[config.mk]
export PLATFORM = sky130hd
export DESIGN_NAME = hex_bcd_counter_flat
export DESIGN_NICKNAME = d
export VERILOG_FILES = /design/src/rtl/hex_bcd_counter_if.sv /design/src/rtl/hex_bcd_counter.sv /design/src/flat_wrapper.sv
export SDC_FILE = /design/constraint.sdc
export NUM_CORES = 1
export LEC_CHECK = 0
export ABC_CLOCK_PERIOD_IN_PS = 6200
export BUFFER_PORTS_ARGS = -buffer_cell sky130_fd_sc_hd__buf_2
export CORE_ASPECT_RATIO = 0.8
export CORE_MARGIN = 1
export CORE_UTILIZATION = 40
export DETAILED_ROUTE_END_ITERATION = 16
export PLACE_DENSITY = 0.65
export SETUP_SLACK_MARGIN = 0.5
export SKIP_LAST_GASP = 1
export SLEW_MARGIN = 20
export SYNTH_ARGS = -nofsm -noshare
export SYNTH_HDL_FRONTEND = slang
export SYNTH_SLANG_ARGS = --single-unit
[constraint.sdc]
create_clock -name CLOCK_50 -period 6.2 [get_ports CLOCK_50]
set_input_delay 0.62 -clock CLOCK_50 [delete_from_list [all_inputs] [get_ports CLOCK_50]]
set_output_delay 0.62 -clock CLOCK_50 [all_outputs]
set_load 0.1 [all_outputs]
[src/rtl/hex_bcd_counter_if.sv]
// Pushbutton/switch inputs and seven-segment/LED outputs
// of the SW/HEX demo counter.
interface hex_bcd_counter_if;
    logic [3:1] KEY;
    logic [9:0] SW;
    logic [6:0] HEX0;
    logic [6:0] HEX1;
    logic [6:0] HEX2;
    logic [6:0] HEX3;
    logic [6:0] HEX4;
    logic [6:0] HEX5;
    logic [9:0] LEDR;

    modport master (
        output KEY, SW,
        input  HEX0, HEX1, HEX2, HEX3, HEX4, HEX5, LEDR
    );

    modport slave (
        input  KEY, SW,
        output HEX0, HEX1, HEX2, HEX3, HEX4, HEX5, LEDR
    );
endinterface

[src/rtl/hex_bcd_counter.sv]
// Six-digit BCD up/down counter with run/pause, load and
// direction keys; drives active-low seven-segment digits.
module hex_bcd_counter #(
    parameter int TICK_DIV = 50000000
) (
    input logic CLOCK_50,
    input logic Resetn,
    hex_bcd_counter_if.slave io
);
    localparam int PW = $clog2(TICK_DIV);
    localparam logic [PW-1:0] LAST = PW'(TICK_DIV - 1);

    typedef enum logic {PAUSED, RUNNING} state_t;

    state_t state, state_nx;

    logic [3:1] s1, s2, s3;
    logic [3:1] press;
    logic load_p, run_p, dir_p;
    logic running, step;

    logic [PW-1:0] presc;
    logic dir_down;
    logic wrap_f;
    logic [5:0][3:0] dig;
    logic [5:0][3:0] dig_step;
    logic [5:0][3:0] dig_load;
    logic wrap;
    logic [5:0][6:0] hex;

    wire unused_sw = &{1'b0, io.SW[9:8]};

    function automatic logic [3:0] clamp9(input logic [3:0] v);
        return (v > 4'd9) ? 4'd9 : v;
    endfunction

    function automatic logic [6:0] seg(input logic [3:0] d);
        case (d)
            4'd0:    seg = 7'b1000000;
            4'd1:    seg = 7'b1111001;
            4'd2:    seg = 7'b0100100;
            4'd3:    seg = 7'b0110000;
            4'd4:    seg = 7'b0011001;
            4'd5:    seg = 7'b0010010;
            4'd6:    seg = 7'b0000010;
            4'd7:    seg = 7'b1111000;
            4'd8:    seg = 7'b0000000;
            4'd9:    seg = 7'b0010000;
            default: seg = 7'b1111111;
        endcase
    endfunction

    // Keys are asynchronous: two-flop sync plus a history flop
    always_ff @(posedge CLOCK_50 or negedge Resetn) begin
        if (!Resetn) begin
            s1 <= '1;
            s2 <= '1;
            s3 <= '1;
        end else begin
            s1 <= io.KEY;
            s2 <= s1;
            s3 <= s2;
        end
    end

    assign press  = s3 & ~s2;
    assign load_p = press[2];
    assign run_p  = press[1] & ~press[2];
    assign dir_p  = press[3];

    always_ff @(posedge CLOCK_50 or negedge Resetn) begin
        if (!Resetn) state <= PAUSED;
        else         state <= state_nx;
    end

    always_comb begin
        state_nx = state;
        unique case (1'b1)
            load_p:  state_nx = PAUSED;
            run_p:   state_nx = (state == PAUSED) ? RUNNING : PAUSED;
            default: state_nx = state;
        endcase
    end

    always_comb begin
        running = (state == RUNNING);
        step    = running && (presc == LAST);
    end

    always_ff @(posedge CLOCK_50 or negedge Resetn) begin
        if (!Resetn) begin
            presc <= '0;
        end else if (load_p || (run_p && !running)) begin
            presc <= '0;
        end else if (running) begin
            presc <= step ? '0 : presc + PW'(1);
        end
    end

    // Ripple carry/borrow; carry out of digit 5 is the wrap
    always_comb begin
        logic c;
        dig_step = dig;
        c = 1'b1;
        for (int i = 0; i < 6; i++) begin
            if (c) begin
                if (dir_down) begin
                    if (dig[i] == 4'd0) begin
                        dig_step[i] = 4'd9;
                    end else begin
                        dig_step[i] = dig[i] - 4'd1;
                        c = 1'b0;
                    end
                end else begin
                    if (dig[i] == 4'd9) begin
                        dig_step[i] = 4'd0;
                    end else begin
                        dig_step[i] = dig[i] + 4'd1;
                        c = 1'b0;
                    end
                end
            end
        end
        wrap = c;
    end

    always_comb begin
        dig_load    = '0;
        dig_load[0] = clamp9(io.SW[3:0]);
        dig_load[1] = clamp9(io.SW[7:4]);
    end

    always_ff @(posedge CLOCK_50 or negedge Resetn) begin
        if (!Resetn) begin
            dig    <= '0;
            wrap_f <= 1'b0;
        end else if (load_p) begin
            dig <= dig_load;
        end else if (step) begin
            dig <= dig_step;
            if (wrap) wrap_f <= ~wrap_f;
        end
    end

    always_ff @(posedge CLOCK_50 or negedge Resetn) begin
        if (!Resetn)    dir_down <= 1'b0;
        else if (dir_p) dir_down <= ~dir_down;
    end

    always_ff @(posedge CLOCK_50 or negedge Resetn) begin
        if (!Resetn) begin
            hex <= {6{7'b1000000}};
        end else begin
            for (int i = 0; i < 6; i++) hex[i] <= seg(dig[i]);
        end
    end

    assign io.HEX0 = hex[0];
    assign io.HEX1 = hex[1];
    assign io.HEX2 = hex[2];
    assign io.HEX3 = hex[3];
    assign io.HEX4 = hex[4];
    assign io.HEX5 = hex[5];
    assign io.LEDR = {wrap_f, 7'b0, dir_down, running};
endmodule
[src/flat_wrapper.sv]
// flat-port wrapper written by rule: the top's interface ports become plain ports
module hex_bcd_counter_flat 
#(
    parameter int TICK_DIV = 50000000
)
  (CLOCK_50, Resetn, io_KEY, io_SW, io_HEX0, io_HEX1, io_HEX2, io_HEX3, io_HEX4, io_HEX5, io_LEDR);
  hex_bcd_counter_if io_i ();
  input logic CLOCK_50;
  input logic Resetn;
  input wire logic [$bits(io_i.KEY)-1:0] io_KEY;
  input wire logic [$bits(io_i.SW)-1:0] io_SW;
  output wire logic [$bits(io_i.HEX0)-1:0] io_HEX0;
  output wire logic [$bits(io_i.HEX1)-1:0] io_HEX1;
  output wire logic [$bits(io_i.HEX2)-1:0] io_HEX2;
  output wire logic [$bits(io_i.HEX3)-1:0] io_HEX3;
  output wire logic [$bits(io_i.HEX4)-1:0] io_HEX4;
  output wire logic [$bits(io_i.HEX5)-1:0] io_HEX5;
  output wire logic [$bits(io_i.LEDR)-1:0] io_LEDR;
  assign io_i.KEY = io_KEY;
  assign io_i.SW = io_SW;
  assign io_HEX0 = io_i.HEX0;
  assign io_HEX1 = io_i.HEX1;
  assign io_HEX2 = io_i.HEX2;
  assign io_HEX3 = io_i.HEX3;
  assign io_HEX4 = io_i.HEX4;
  assign io_HEX5 = io_i.HEX5;
  assign io_LEDR = io_i.LEDR;
  hex_bcd_counter #(.TICK_DIV(TICK_DIV)) u_core (.CLOCK_50(CLOCK_50), .Resetn(Resetn), .io(io_i));
endmodule
# --- After elaboration in Yosys (flattened, before gate mapping) ---
# Memory sizes are Yosys's and may differ from the RTL's. A register that Yosys moved wholly into a read port is not among the register bits.
# Index checks and enable logic that the tools add are counted.
word_totals:
  wordCells: 132
  regBits: 62
  mem_bits_ro: 672
  inputBits: 15
  mem_count: 6
  out_inout_bits: 52
op_classes:
  mux: 55
  bitwise: 6
  order_cmp: 2
  reduce_logical: 30
  addsub: 13
  eq_ne: 7
mem_list:
  columns: ["memory", "words", "width", "rd", "rd_clocked_by_memory_dff", "wr", "line_no", "text"]
  rows:
  - ["(name not given)", 16, 7, 1, 1, 0, "hex_bcd_counter.sv:38", "case (d)"]
  - ["(name not given)", 16, 7, 1, 1, 0, "hex_bcd_counter.sv:38", null]
  - ["(name not given)", 16, 7, 1, 1, 0, "hex_bcd_counter.sv:38", null]
  - ["(name not given)", 16, 7, 1, 1, 0, "hex_bcd_counter.sv:38", null]
  - ["(name not given)", 16, 7, 1, 1, 0, "hex_bcd_counter.sv:38", null]
  - ["(name not given)", 16, 7, 1, 1, 0, "hex_bcd_counter.sv:38", null]
ops:
  columns: ["cell", "n"]
  rows:
  - ["2-to-1 mux 4 bit", 25]
  - ["2-to-1 mux 26 bit", 3]
  - ["2-to-1 mux 24 bit", 2]
  - ["adder 26 x 1 -> 26 bit (second input constant)", 1]
  - ["equality test 26 bit (second input constant)", 1]
  - ["adder 4 x 1 -> 4 bit (second input constant)", 6]
  - ["equality test 4 bit (second input constant)", 6]
  - ["zero test 4 bit", 6]
  - ["2-to-1 mux 1 bit", 24]
  - ["subtractor 4 x 1 -> 4 bit (second input constant)", 6]
  - ["nonzero test 2 bit", 8]
  - ["AND reduction 2 bit", 5]
  - ["> comparator 4 bit (second input constant)", 2]
  - ["zero test 1 bit", 7]
  - ["AND 3 bit", 1]
  - ["inverter 1 bit", 3]
  - ["inverter 3 bit", 1]
  - ["AND reduction 3 bit", 1]
  - ["logical AND 1 bit", 2]
  - ["case mux 1 bit (2 select lines)", 1]
  - ["AND 1 bit", 1]
  - ["logical OR 1 bit", 1]

# --- Depth between registers and ports, before layout ---
# Gate-level depths: netlist (run 1).
logic_depth:
  word_depth: 10
  depth_mapped: 8
  mapped_depth_nobuf: 7

# --- Worst setup path after synthesis (run 1) ---
# OpenSTA, ideal clock, no wires.
synth_timing:
  kind: "register to register"
  from: "reg u_core.dig[5] in the netlist's numbering"
  to: "reg u_core.dig[14] in the netlist's numbering"
  stages_incl_launch_ff: 8
  required_ps: 6064
  setup_time_ps: 136
  arrival_time_ps: 2307
  setup_slack_ps: 3757
  path_buffers: 0
  period_less_slack_ps: 2443
  path_cell_list: "dfrtp_1 > inv_1 > ha_1 > or3b_4 > o32a_2 > or4_4 > o31ai_1 > a21oi_1"
synth_between:
  elab_chain_cells: 7
  word_cells_on_any_way: 9
  cone_classes: "1 x eq/ne; 5 x mux; 3 x reduce/logical"
synth_rtl:
  columns: ["element", "line_no", "text"]
  rows:
  - ["start, declared", "hex_bcd_counter.sv:25", "logic [5:0][3:0] dig;"]
  - ["start signal, assigned", "hex_bcd_counter.sv:138", "dig <= dig_load;"]
  - ["start signal, assigned", "hex_bcd_counter.sv:140", "dig <= dig_step;"]
  - ["equality test 4 bit or zero test 4 bit (tied branches)", "hex_bcd_counter.sv:115, hex_bcd_counter.sv:108", null]
  - ["2-to-1 mux 1 bit (on tied branches)", "hex_bcd_counter.sv:115, hex_bcd_counter.sv:108", null]
  - ["2-to-1 mux 1 bit *", "hex_bcd_counter.sv:107", "if (dir_down) begin"]
  - ["2-to-1 mux 1 bit * (2 in series)", "hex_bcd_counter.sv:106", "if (c) begin"]
  - ["nonzero test 2 bit (no line) *", null, null]
  - ["AND reduction 2 bit (no line) *", null, null]
# Mark *: on every way between the ends. The rest lies on a longest branch, timed or not.
# A chain may end at the register's enable or synchronous reset.

# --- Worst setup path in the final report (run 1) ---
layout_timing:
  from: "reg u_core.dir_down"
  to: "reg u_core.dig[19] in the netlist's numbering"
layout_between:
  elab_chain_cells: 6
  word_cells_on_any_way: 13
  cone_classes: "11 x mux; 2 x reduce/logical"
layout_rtl:
  columns: ["element", "line_no", "text"]
  rows:
  - ["start, declared", "hex_bcd_counter.sv:23", "logic dir_down;"]
  - ["start signal, assigned", "hex_bcd_counter.sv:147", "else if (dir_p) dir_down <= ~dir_down;"]
  - ["2-to-1 mux 1 bit", "hex_bcd_counter.sv:107", null]
  - ["2-to-1 mux 1 bit (3 in series)", "hex_bcd_counter.sv:106", null]
  - ["nonzero test 2 bit (no line)", null, null]
  - ["AND reduction 2 bit (no line)", null, null]
# Several ways; a longest one is shown, not always the timed one. The select of a mux whose other input is x is not followed.

==> results.sh, run 1 <==
export IMPL_r2r_end="u_core.dig[19]"
export IMPL_first_global_vias=4650
export IMPL_fmax_mhz=352
export IMPL_wire_per_inst_um=15.2
export IMPL_synthCells=677
export IMPL_place_gp_congestion=0.888
export IMPL_clk_insertion_delay_late_ns=0.36
export IMPL_critPathArrivalTime_ns=3.09
export IMPL_worst_path_max_fanout=30
export IMPL_via_count=5067
export IMPL_endpoint="u_core.dig[19]"
export IMPL_maxCapViolCount=0
export IMPL_ys_flop_type="dfrtp_1"
export IMPL_setup_violations=0
export IMPL_antenna_cells=0
export IMPL_worst_slew_margin_rel_pct=44.9
export IMPL_synth_cell_type_count=71
export IMPL_ir_drop_mv=0.162
export IMPL_placementRows=40
export IMPL_grtUsageMet2_pct=28.6
export IMPL_netlist_area_leader_share_pct=36.2
export IMPL_min_period_ns=2.84
export IMPL_setup_slack_ns=3.36
export IMPL_r2r_setup_slack_ns=3.36
export IMPL_critPathSlowestCell="dfrtp_1"
export IMPL_tns_ns=0
export IMPL_cp_required_ns=6.44
export IMPL_yosys_area_top_type="dfrtp_1"
export IMPL_synth_edf_count=0
export IMPL_drtIter0Drc=265
export IMPL_antenna_found_initial=0
export IMPL_dp_final_hpwl_mm=9.66
export IMPL_core_area_sq_mm=0.0150
export IMPL_routed_via_density=5.59
export IMPL_async_flop_share_pct=100
export IMPL_final_setup_skew_ns=0.0121
export IMPL_gr_usage_met1_pct=25.2
export IMPL_powerDensity_mw_per_mm2=268
export IMPL_hold_viol=0
export IMPL_htree_num_levels=3
export IMPL_cp_cell_sequence="buf_4 > or4bb_1 > a221oi_2 > and4_1 > a21oi_1 > a211oi_1"
export IMPL_hold_buffers=0
export IMPL_drive_above_1_share_pct=15.8
export IMPL_cts_buffers=9
export IMPL_cts_tree="done"
export IMPL_fin_area_sq_mm=0.00679
export IMPL_rsz0062_at_grt="false"
export IMPL_clk_pin_slew_ns=0.07
export IMPL_synth_seq_area_share_pct=42.6
export IMPL_p_leak_nw=3.02
export IMPL_areaGrowthSynthToFinish_pct=10.5
export IMPL_ios=67
export IMPL_antenna_left=0
export IMPL_grt_max_degree=69
export IMPL_place_area_sq_mm=0.00652
export IMPL_post_route_period_util_pct=45.8
export IMPL_cts_resized=0
export IMPL_syn_area_sq_mm=0.00615
export IMPL_ys_warn_count=0
export IMPL_routed_wl_mm=13.8
export IMPL_remaining_drc_errors=0
export IMPL_critPathCaptureType="flip-flop"
export IMPL_start_util_pct=40.9
export IMPL_cts_sinks=104
export IMPL_ys_top_cells_by_count="dfrtp_1 (89), nor2_1 (68), a21oi_1 (64), nand2_1 (52), o21ai_0 (39)"
export IMPL_crit_path_start_kind="flip-flop"
export IMPL_status="completed"
export IMPL_path_class="reg2reg"
export IMPL_synthTopCellsByArea="dfrtp_1 (36%), ha_1 (6.5%), dfstp_2 (6.4%), a21oi_1 (5.2%), nor2_1 (4.2%)"
export IMPL_pre_cts_ws_ns=3.39
export IMPL_final_nets=759
export IMPL_gr_total_overflow=0
export IMPL_io_buffers=57
export IMPL_clock_path_buffers=2
export IMPL_fin_util_pct=45.3
export IMPL_worstReg2RegStart="u_core.dir_down"
export IMPL_die_h_um=113
export IMPL_die_w_um=141
export IMPL_ys_seq_elements=104
export IMPL_hp_class="in2async"
export IMPL_finalMaxSlewViolations=0
export IMPL_die_area_sq_mm=0.0159
export IMPL_reg2reg_depth=6
export IMPL_post_synth_top_count_cell="dfrtp_1"
export IMPL_busiest_layer="met2"
export IMPL_firstDrtPassIters=5
export IMPL_crit_start="u_core.dir_down"
export IMPL_cts_root_buffer="clkbuf_16"
export IMPL_worst_pin_slew_ns=0.827
export IMPL_slowest_delay_ns=0.69
export IMPL_grt_use_total_pct=18.2
export IMPL_grtUsageMet3_pct=3.85
export IMPL_syn_avg_cell_area_sq_um=9.08
export IMPL_grt_pass1_wl_mm=23.2
export IMPL_cts_setup_buffers=0
metrics by stage:
stage | instances | power [mW] | hold WS, ns
after global routing | 906 | 1.92 | 0.255
after global placement | 890 | 1.31 | 0.346
after floorplan | 683 | 1.22 | 0.324
after detailed placement | 890 | 1.31 | 0.347
after CTS | 906 | 1.84 | 0.234
final | 906 | 1.82 | 0.227
kinds of logic after synthesis:
family	synth area share [%]
muxes	1.51
other	0.0610
DFF	42.6
xor gates and xnor gates	4.13
buffers and inverters	5.31
AOI/OAI and AO/OA	18.7
and+or+nand+nor	21.2
adders and majority gates	6.51
report_power, final:
part | leakage, nW | total (mW) | switching [mW] | internal (mW)
registers | 1.35 | 0.777 | 0.0555 | 0.722
clock network | 0.128 | 0.520 | 0.236 | 0.284
logic | 1.54 | 0.527 | 0.399 | 0.127
total | 3.02 | 1.82 | 0.691 | 1.13
worst min-delay path by stage:
stage	startpoint	to	slack [ns]	depth (start not counted)
finish	Resetn	u_core.dig[16]	0.23	1
CTS	Resetn	u_core.presc[17]	0.23	1
detailed placement	u_core.s1[1]	u_core.s2[1]	0.35	0
global placement	u_core.s1[3]	u_core.s2[3]	0.35	0
floorplan	Resetn	u_core.dig[0]	0.32	0
global route	Resetn	u_core.dig[16]	0.26	1
per-layer routing:
layer	routed length, um	part of all wire (%)
met5	0	0
met2	6290	46
met4	202	1.5
met1	6710	49
met3	584	4.2
cell type report:
| cell class | instances | area (sq um) |
|---|---|---|
| fill | 1439 | 8220 |
| multi-input combinational | 504 | 3230 |
| sequential | 104 | 2620 |
| timing repair buffer | 62 | 325 |
| clock buffer | 15 | 258 |
| tap | 189 | 236 |
| inverter | 31 | 116 |
| clock inverter | 1 | 5.00 |
registers in the layout, summed over array words and instances, names as in the netlist, 7 cells and up:
register / flops
u_core.presc: 26
u_core.io.HEX5: 7
u_core.io.HEX4: 7
u_core.dig: 24
u_core.io.HEX0: 7
u_core.io.HEX1: 7
u_core.io.HEX2: 7
u_core.io.HEX3: 7
layout by cell type (no fill, tap or decap), types with 5 or more instances in the layout:
cell type	instances
inv_1	30
and4_1	6
nand4_1	10
a31oi_1	22
dfstp_2	15
a21o_1	10
nor4_1	7
o211ai_1	12
buf_4	6
buf_2	56
dfrtp_1	89
o21ai_0	39
nor2_1	68
mux2i_1	7
xor2_1	14
or2_2	8
nand2_1	52
ha_1	32
nor3_1	17
nand2b_1	7
clkbuf_16	9
conb_1	7
clkbuf_1	5
a21oi_1	64
xnor2_1	15
nand3b_1	13
nand3_1	16
critical path, delay by kind of cell, from the launching register on:
family          cells  cell delay [ns]
simple gates        2             0.88
compound gates      3             0.77
flops               1             0.69
buf+inv             1             0.39
Power figures use the tool's default switching activity.
==> run 2, diff against run 1 <==
Settings changed: ABC_AREA from default to 1, ABC_CLOCK_PERIOD_IN_PS 6200 to 2500, PLACE_DENSITY 0.65 to 0.67.
Clock period 6.2 ns to 2.5 ns, I/O delays scaled along.
==> run 2 against run 1 <==
Net effect:
- sequential power grew to 2.8 times the previous value
- clock power grew to 2.9 times the previous value
- clock skew shrank 0.0049 ns
- hold slack lost 0.0024 ns
==> results.sh, run 2 <==
export IMPL_die_h_um=113
export IMPL_antenna_cells=0
export IMPL_gr_total_overflow=0
export IMPL_syn_area_sq_mm=0.00612
export IMPL_ios=67
export IMPL_cts_buffers=9
export IMPL_routed_via_density=5.17
export IMPL_fmax_mhz=531
export IMPL_synthTopCellsByArea="dfrtp_1 (36%), nand2_1 (7.2%), ha_1 (6.5%), dfstp_2 (6.4%), o21ai_0 (5.7%)"
export IMPL_final_nets=836
export IMPL_regMostFlops="u_core.presc"
export IMPL_syn_avg_cell_area_sq_um=8.43
export IMPL_die_w_um=140
export IMPL_n_fill_cell=1478
export IMPL_worst_slew_margin_rel_pct=62.9
export IMPL_wire_per_inst_um=13.7
export IMPL_multi_input_area_sq_mm=0.00303
export IMPL_synthCells=726
export IMPL_htree_num_levels=3
export IMPL_clk_pin_slew_ns=0.07
export IMPL_cp_required_ns=2.78
export IMPL_biggestRegsByFlops="u_core.presc: 26 flops, u_core.dig: 24 flops"
export IMPL_final_setup_skew_ns=0.00722
export IMPL_hold_viol=0
export IMPL_cts_tree="done"
export IMPL_antenna_found_initial=0
export IMPL_status="completed"
export IMPL_first_global_vias=4562
export IMPL_maxCapViolCount=0
export IMPL_synth_cell_type_count=49
export IMPL_largest_reg_flops=26
export IMPL_netlist_area_leader_share_pct=36.4
export IMPL_ys_flop_type="dfrtp_1"
export IMPL_final_common_cell="nand2_1"
export IMPL_dp_final_hpwl_mm=9.60
export IMPL_placementRows=40
export IMPL_cts_root_buffer="clkbuf_16"
export IMPL_p_leak_nw=3.26
export IMPL_place_gp_congestion=0.867
export IMPL_worst_path_max_fanout=5
export IMPL_seq_area_sq_mm=0.00263
export IMPL_worst_pin_slew_ns=0.557
export IMPL_firstDrtPassIters=5
export IMPL_cts_sinks=104
export IMPL_core_area_sq_mm=0.0150
export IMPL_start_util_pct=40.9
export IMPL_yosys_area_top_type="dfrtp_1"
export IMPL_ys_top_cells_by_count="nand2_1 (118), dfrtp_1 (89), inv_1 (71), o21ai_0 (70), nor2_1 (63)"
export IMPL_ir_drop_mv=0.853
export IMPL_clock_path_buffers=2
export IMPL_areaGrowthSynthToFinish_pct=14.1
export IMPL_total_power_mw=6.69
export IMPL_grt_max_degree=105
export IMPL_crit_path_start_kind="flip-flop"
export IMPL_clk_insertion_delay_late_ns=0.34
export IMPL_antenna_left=0
export IMPL_grt_use_total_pct=17.8
export IMPL_remaining_drc_errors=0
export IMPL_ys_warn_count=0
export IMPL_synth_seq_area_share_pct=42.8
export IMPL_min_period_ns=1.88
export IMPL_post_route_period_util_pct=75.3
export IMPL_path_class="reg2reg"
export IMPL_critPathCaptureType="flip-flop"
export IMPL_drtIter0Drc=479
export IMPL_post_synth_top_count_cell="nand2_1"
export IMPL_ys_seq_elements=104
export IMPL_final_cell_mix="nand2_1 (117), dfrtp_1 (83), o21ai_0 (69)"
export IMPL_tns_ns=0
export IMPL_grt_pass1_wl_mm=22.8
export IMPL_async_flop_share_pct=100
export IMPL_synth_edf_count=0
export IMPL_via_count=5078
export IMPL_hp_class="in2reg"
export IMPL_powerDensity_mw_per_mm2=957
export IMPL_setup_violations=0
export IMPL_routed_wl_mm=13.5
export IMPL_die_area_sq_mm=0.0158
export IMPL_finalMaxSlewViolations=0
export IMPL_drive_above_1_share_pct=23.7
export IMPL_rsz0062_at_grt="true"
export IMPL_io_buffers=57
export IMPL_critPathArrivalTime_ns=2.16
-- run 2: final timing paths --
path	depth (start not counted)	from	slack (ns)	to
min in group asynchronous	3	Resetn	0.53	u_core.io.HEX4[0]
setup reg to reg	10	u_core.dig[5]	0.62	u_core.dig[20]
hold / removal	3	io_SW[0]	0.23	u_core.dig[0]
max in group asynchronous	3	Resetn	1.53	u_core.dig[0]
setup / recovery	10	u_core.dig[5]	0.62	u_core.dig[20]
hold reg to reg	0	u_core.s1[1]	0.36	u_core.s2[1]
-- run 2: routing by layer --
layer / wire length (um) / GRT usage [%] / part of all wire, % / up-vias
met5: 0 / 0 / 0 / -
met4: 109 / 3.37 / 0.81 / 0
met3: 710 / 3.54 / 5.3 / 9
met2: 5740 / 26.4 / 43 / 144
met1: 6910 / 26.9 / 51 / 2388
li1: - / - / - / 2537
-- run 2: cells by family (layout without fill, tap and decap cells) --
logic type	count (synthesis)	in the layout	synth area share [%]
simple gates	298	298	24.2
compound gates	162	162	15.5
buf+inv	114	176	8.73
flops	104	104	42.8
fa+ha+maj	32	32	6.54
xor+xnor	14	14	2.00
other cells	1	7	0.0613
mux	1	1	0.164
-- run 2: worst max-delay path, stage by stage (launching register included) --
cell,delay [ns]
dfrtp_2,0.45
inv_2,0.10
ha_1,0.18
nand2_1,0.11
o21ai_2,0.22
nand2_2,0.10
nor2_1,0.12
nand4_1,0.16
nor2_2,0.21
nand3_1,0.09
nand2_1,0.09
-- run 2: cell type report --
| class | count | share of cell area [%] |
|---|---|---|
| well taps | 189 | 3.39 |
| clock inverters | 3 | 0.645 |
| flip-flops and latches | 104 | 37.6 |
| inverters | 86 | 4.69 |
| repair buffers | 74 | 6.27 |
| clock buffers | 13 | 4.05 |
| multi-input cells | 514 | 43.3 |
-- run 2: report_power, final --
group | internal (mW) | switching (mW) | leakage, nW
Clock | 0.900 | 0.626 | 0.152
Combinational | 0.661 | 2.30 | 1.78
Sequential | 1.96 | 0.234 | 1.33
Total | 3.52 | 3.16 | 3.26
-- run 2: per-stage QoR --
step	instance area, sq um	setup WS (ns)	hold slack [ns]	cells	util (%)
2_1_floorplan	6140	0.877	-0.0456	732	-
3_3_place_gp	6530	0.536	0.346	957	43.6
3_5_place_dp	6530	0.511	0.347	957	43.6
4_1_cts	6900	0.528	0.261	978	46.1
5_1_grt	6980	0.453	0.258	983	46.7
6_report	6980	0.618	0.225	983	46.7
-- run 2: what timing repair did --
action / 4_1_cts / 5_1_grt
hold buffers: 4 / 0
gates cloned: 0 / 0
setup buffers: 1 / 5
hold endpoints to repair: 4 / 0
pin swaps: 1 / 3
endpoints found under the setup margin: 2 / 23
resized for setup: 0 / 25
==> run 3, diff against run 2 <==
Settings changed: ABC_CLOCK_PERIOD_IN_PS 2500 to 1650.
Clock period 2.5 ns to 1.65 ns, I/O delays scaled along.
==> run 3 against run 2 <==
Net effect:
- clock skew rose by 0.0017 ns
- global-route usage rose by 3.6 points
- design area rose by 37%
- flip-flop and latch count did not move
- largest power group unchanged
- the flow now finishes with violations (design-rule violations, negative setup slack)
- routed wire length rose by 33%
- non-clock buffer count rose by 165
- sequential power rose by 51%
- total power rose by 91%
- critical endpoint is now u_core.dig[23]
==> results.sh, run 3 (synthesized netlist as in run 2, its figures left out) <==
export IMPL_critPathArrivalTime_ns=2.09
export IMPL_cts_tree="done"
export IMPL_critPathCaptureType="flip-flop"
export IMPL_status="finished, violations left"
export IMPL_worst_slew_margin_rel_pct=63.6
export IMPL_clkPwrFrac_pct=20.8
export IMPL_r2r_setup_slack_ns=-0.20
export IMPL_die_h_um=113
export IMPL_clk_insertion_delay_late_ns=0.36
export IMPL_internal_power_mw=7.14
export IMPL_drtIter0Drc=465
export IMPL_hp_class="in2reg"
export IMPL_worstHoldEndpoint="u_core.dig[3]"
export IMPL_place_gp_congestion=0.901
export IMPL_ir_drop_mv=1.24
export IMPL_remaining_drc_errors=1
export IMPL_drive_above_1_share_pct=50.3
export IMPL_p_switching_mw=5.62
export IMPL_place_area_sq_mm=0.00748
export IMPL_routed_via_density=5.28
export IMPL_finalMaxSlewViolations=0
export IMPL_post_route_period_util_pct=112
export IMPL_powerDensity_mw_per_mm2=1340
export IMPL_placementRows=40
export IMPL_largest_reg_flops=26
export IMPL_maxCapViolCount=0
export IMPL_clk_pin_slew_ns=0.07
export IMPL_die_w_um=140
export IMPL_min_period_ns=1.85
export IMPL_io_buffers=57
export IMPL_power_share_sequential_pct=26.1
export IMPL_rsz0062_at_grt="true"
export IMPL_final_setup_skew_ns=0.00895
export IMPL_via_count=6062
export IMPL_worst_path_max_fanout=5
export IMPL_setup_violations=28
export IMPL_antenna_left=0
export IMPL_fin_area_sq_mm=0.00956
export IMPL_antenna_cells=0
export IMPL_dp_final_hpwl_mm=11.0
export IMPL_p_leak_nw=4.41
export IMPL_cts_sinks=104
export IMPL_gr_total_overflow=0
export IMPL_grt_max_degree=39
export IMPL_cts_buffers=9
export IMPL_core_area_sq_mm=0.0150
export IMPL_grt_use_total_pct=21.4
export IMPL_pre_cts_ws_ns=-0.206
export IMPL_routed_wl_mm=17.9
export IMPL_ios=67
export IMPL_final_cell_mix="buf_4 (155), nand2_1 (92), dfrtp_1 (82)"
export IMPL_areaGrowthSynthToFinish_pct=56.1
export IMPL_whs_path_depth=3
export IMPL_setup_slack_ns=-0.202
export IMPL_final_common_cell="buf_4"
export IMPL_worst_pin_slew_ns=0.545
export IMPL_path_class="reg2reg"
export IMPL_grt_pass1_wl_mm=27.1
export IMPL_r2r_end="u_core.dig[23]"
export IMPL_n_fill_cell=1105
export IMPL_fmax_mhz=540
export IMPL_first_global_vias=5566
export IMPL_p_comb_share_pct=53.1
export IMPL_reg2reg_depth=10
export IMPL_crit_path_start_kind="flip-flop"
export IMPL_clock_path_buffers=2
export IMPL_cts_root_buffer="clkbuf_16"
export IMPL_p_sw_share_pct=44.0
export IMPL_violations="design-rule violations, negative setup slack"
export IMPL_final_nets=1001
export IMPL_biggestRegsByFlops="u_core.presc: 26 flops, u_core.dig: 24 flops"
export IMPL_cp_required_ns=1.89
export IMPL_worstReg2RegStart="u_core.dig[10]"
export IMPL_start_util_pct=40.9
export IMPL_die_area_sq_mm=0.0158
export IMPL_hold_viol=0
export IMPL_firstDrtPassIters=11
export IMPL_wire_per_inst_um=15.6
export IMPL_antenna_found_initial=0
export IMPL_min_from="io_SW[3]"
export IMPL_htree_num_levels=3
export IMPL_regMostFlops="u_core.presc"
==> run 3: per-layer routing <==
metal | vias to the layer above | GRT usage [%] | wire length [um]
li1 | 2886 | - | -
met1 | 2935 | 29.2 | 8080
met2 | 204 | 34.7 | 8700
met3 | 37 | 4.01 | 799
met4 | 0 | 6.15 | 325
met5 | - | 0 | 0
==> run 3: worst max-delay path: stages, from the launching register on <==
cell	delay [ns]
dfrtp_1	0.48
nor2_2	0.20
nand2_1	0.12
nand2_1	0.10
nand2_1	0.08
inv_2	0.11
nand3_4	0.10
nor2_4	0.19
nand3_4	0.15
nand3_1	0.13
nand2_1	0.08
==> run 3: worst max path at each step <==
| stage | cells past startpoint | to | start | slack (ns) |
|---|---|---|---|---|
| after global routing | 10 | u_core.dig[23] | u_core.dig[10] | -0.28 |
| after global placement | 10 | u_core.presc[11] | u_core.presc[1] | -0.14 |
| after floorplan | 12 | u_core.dig[16] | u_core.dig[5] | 0.1 |
| after CTS | 10 | u_core.dig[23] | u_core.dig[5] | -0.08 |
| final | 10 | u_core.dig[23] | u_core.dig[10] | -0.20 |
| after detailed placement | 10 | u_core.presc[11] | u_core.presc[1] | -0.21 |
==> run 3: timing repair <==
item | in CTS | in global routing
hold endpoints to repair | 31 | 0
cloned | 0 | 1
resized for setup | 178 | 145
setup buffers | 37 | 26
hold buffers | 4 | 0
pin swaps | 45 | 67
setup endpoints to repair | 116 | 101
==> run 3: power groups by stage <==
stage / Clock, mW / Combinational, mW / Sequential [mW]
final: 2.65 / 6.78 / 3.33
after global routing: 2.77 / 7.16 / 3.37
after CTS: 2.68 / 6.01 / 3.27
after detailed placement: 0 / 5.24 / 3.25
after global placement: 0 / 5.21 / 3.25
after floorplan: 0 / 2.11 / 4.97
==> run 3: metrics by stage <==
step	utilization [%]	hold slack (ns)	TNS (ns)	instances	power [mW]
CTS	58.8	0.144	-0.533	1121	12.0
global route	63.9	0.151	-5.32	1148	13.3
global placement	50.0	0.180	-0.616	1064	8.45
floorplan	-	-0.131	0	732	7.08
finish	63.9	0.122	-1.91	1148	12.8
detailed placement	50.0	0.183	-1.54	1064	8.49
==> run 3: cell type report <==
class | count | area, sq um | share of cell area, %
clock buffer | 11 | 243 | 2.54
clock inverter | 5 | 128 | 1.34
inverter | 86 | 340 | 3.56
multi-input combinational | 514 | 3770 | 39.5
sequential | 104 | 2630 | 27.5
tap | 189 | 236 | 2.47
timing repair buffer | 239 | 2210 | 23.1
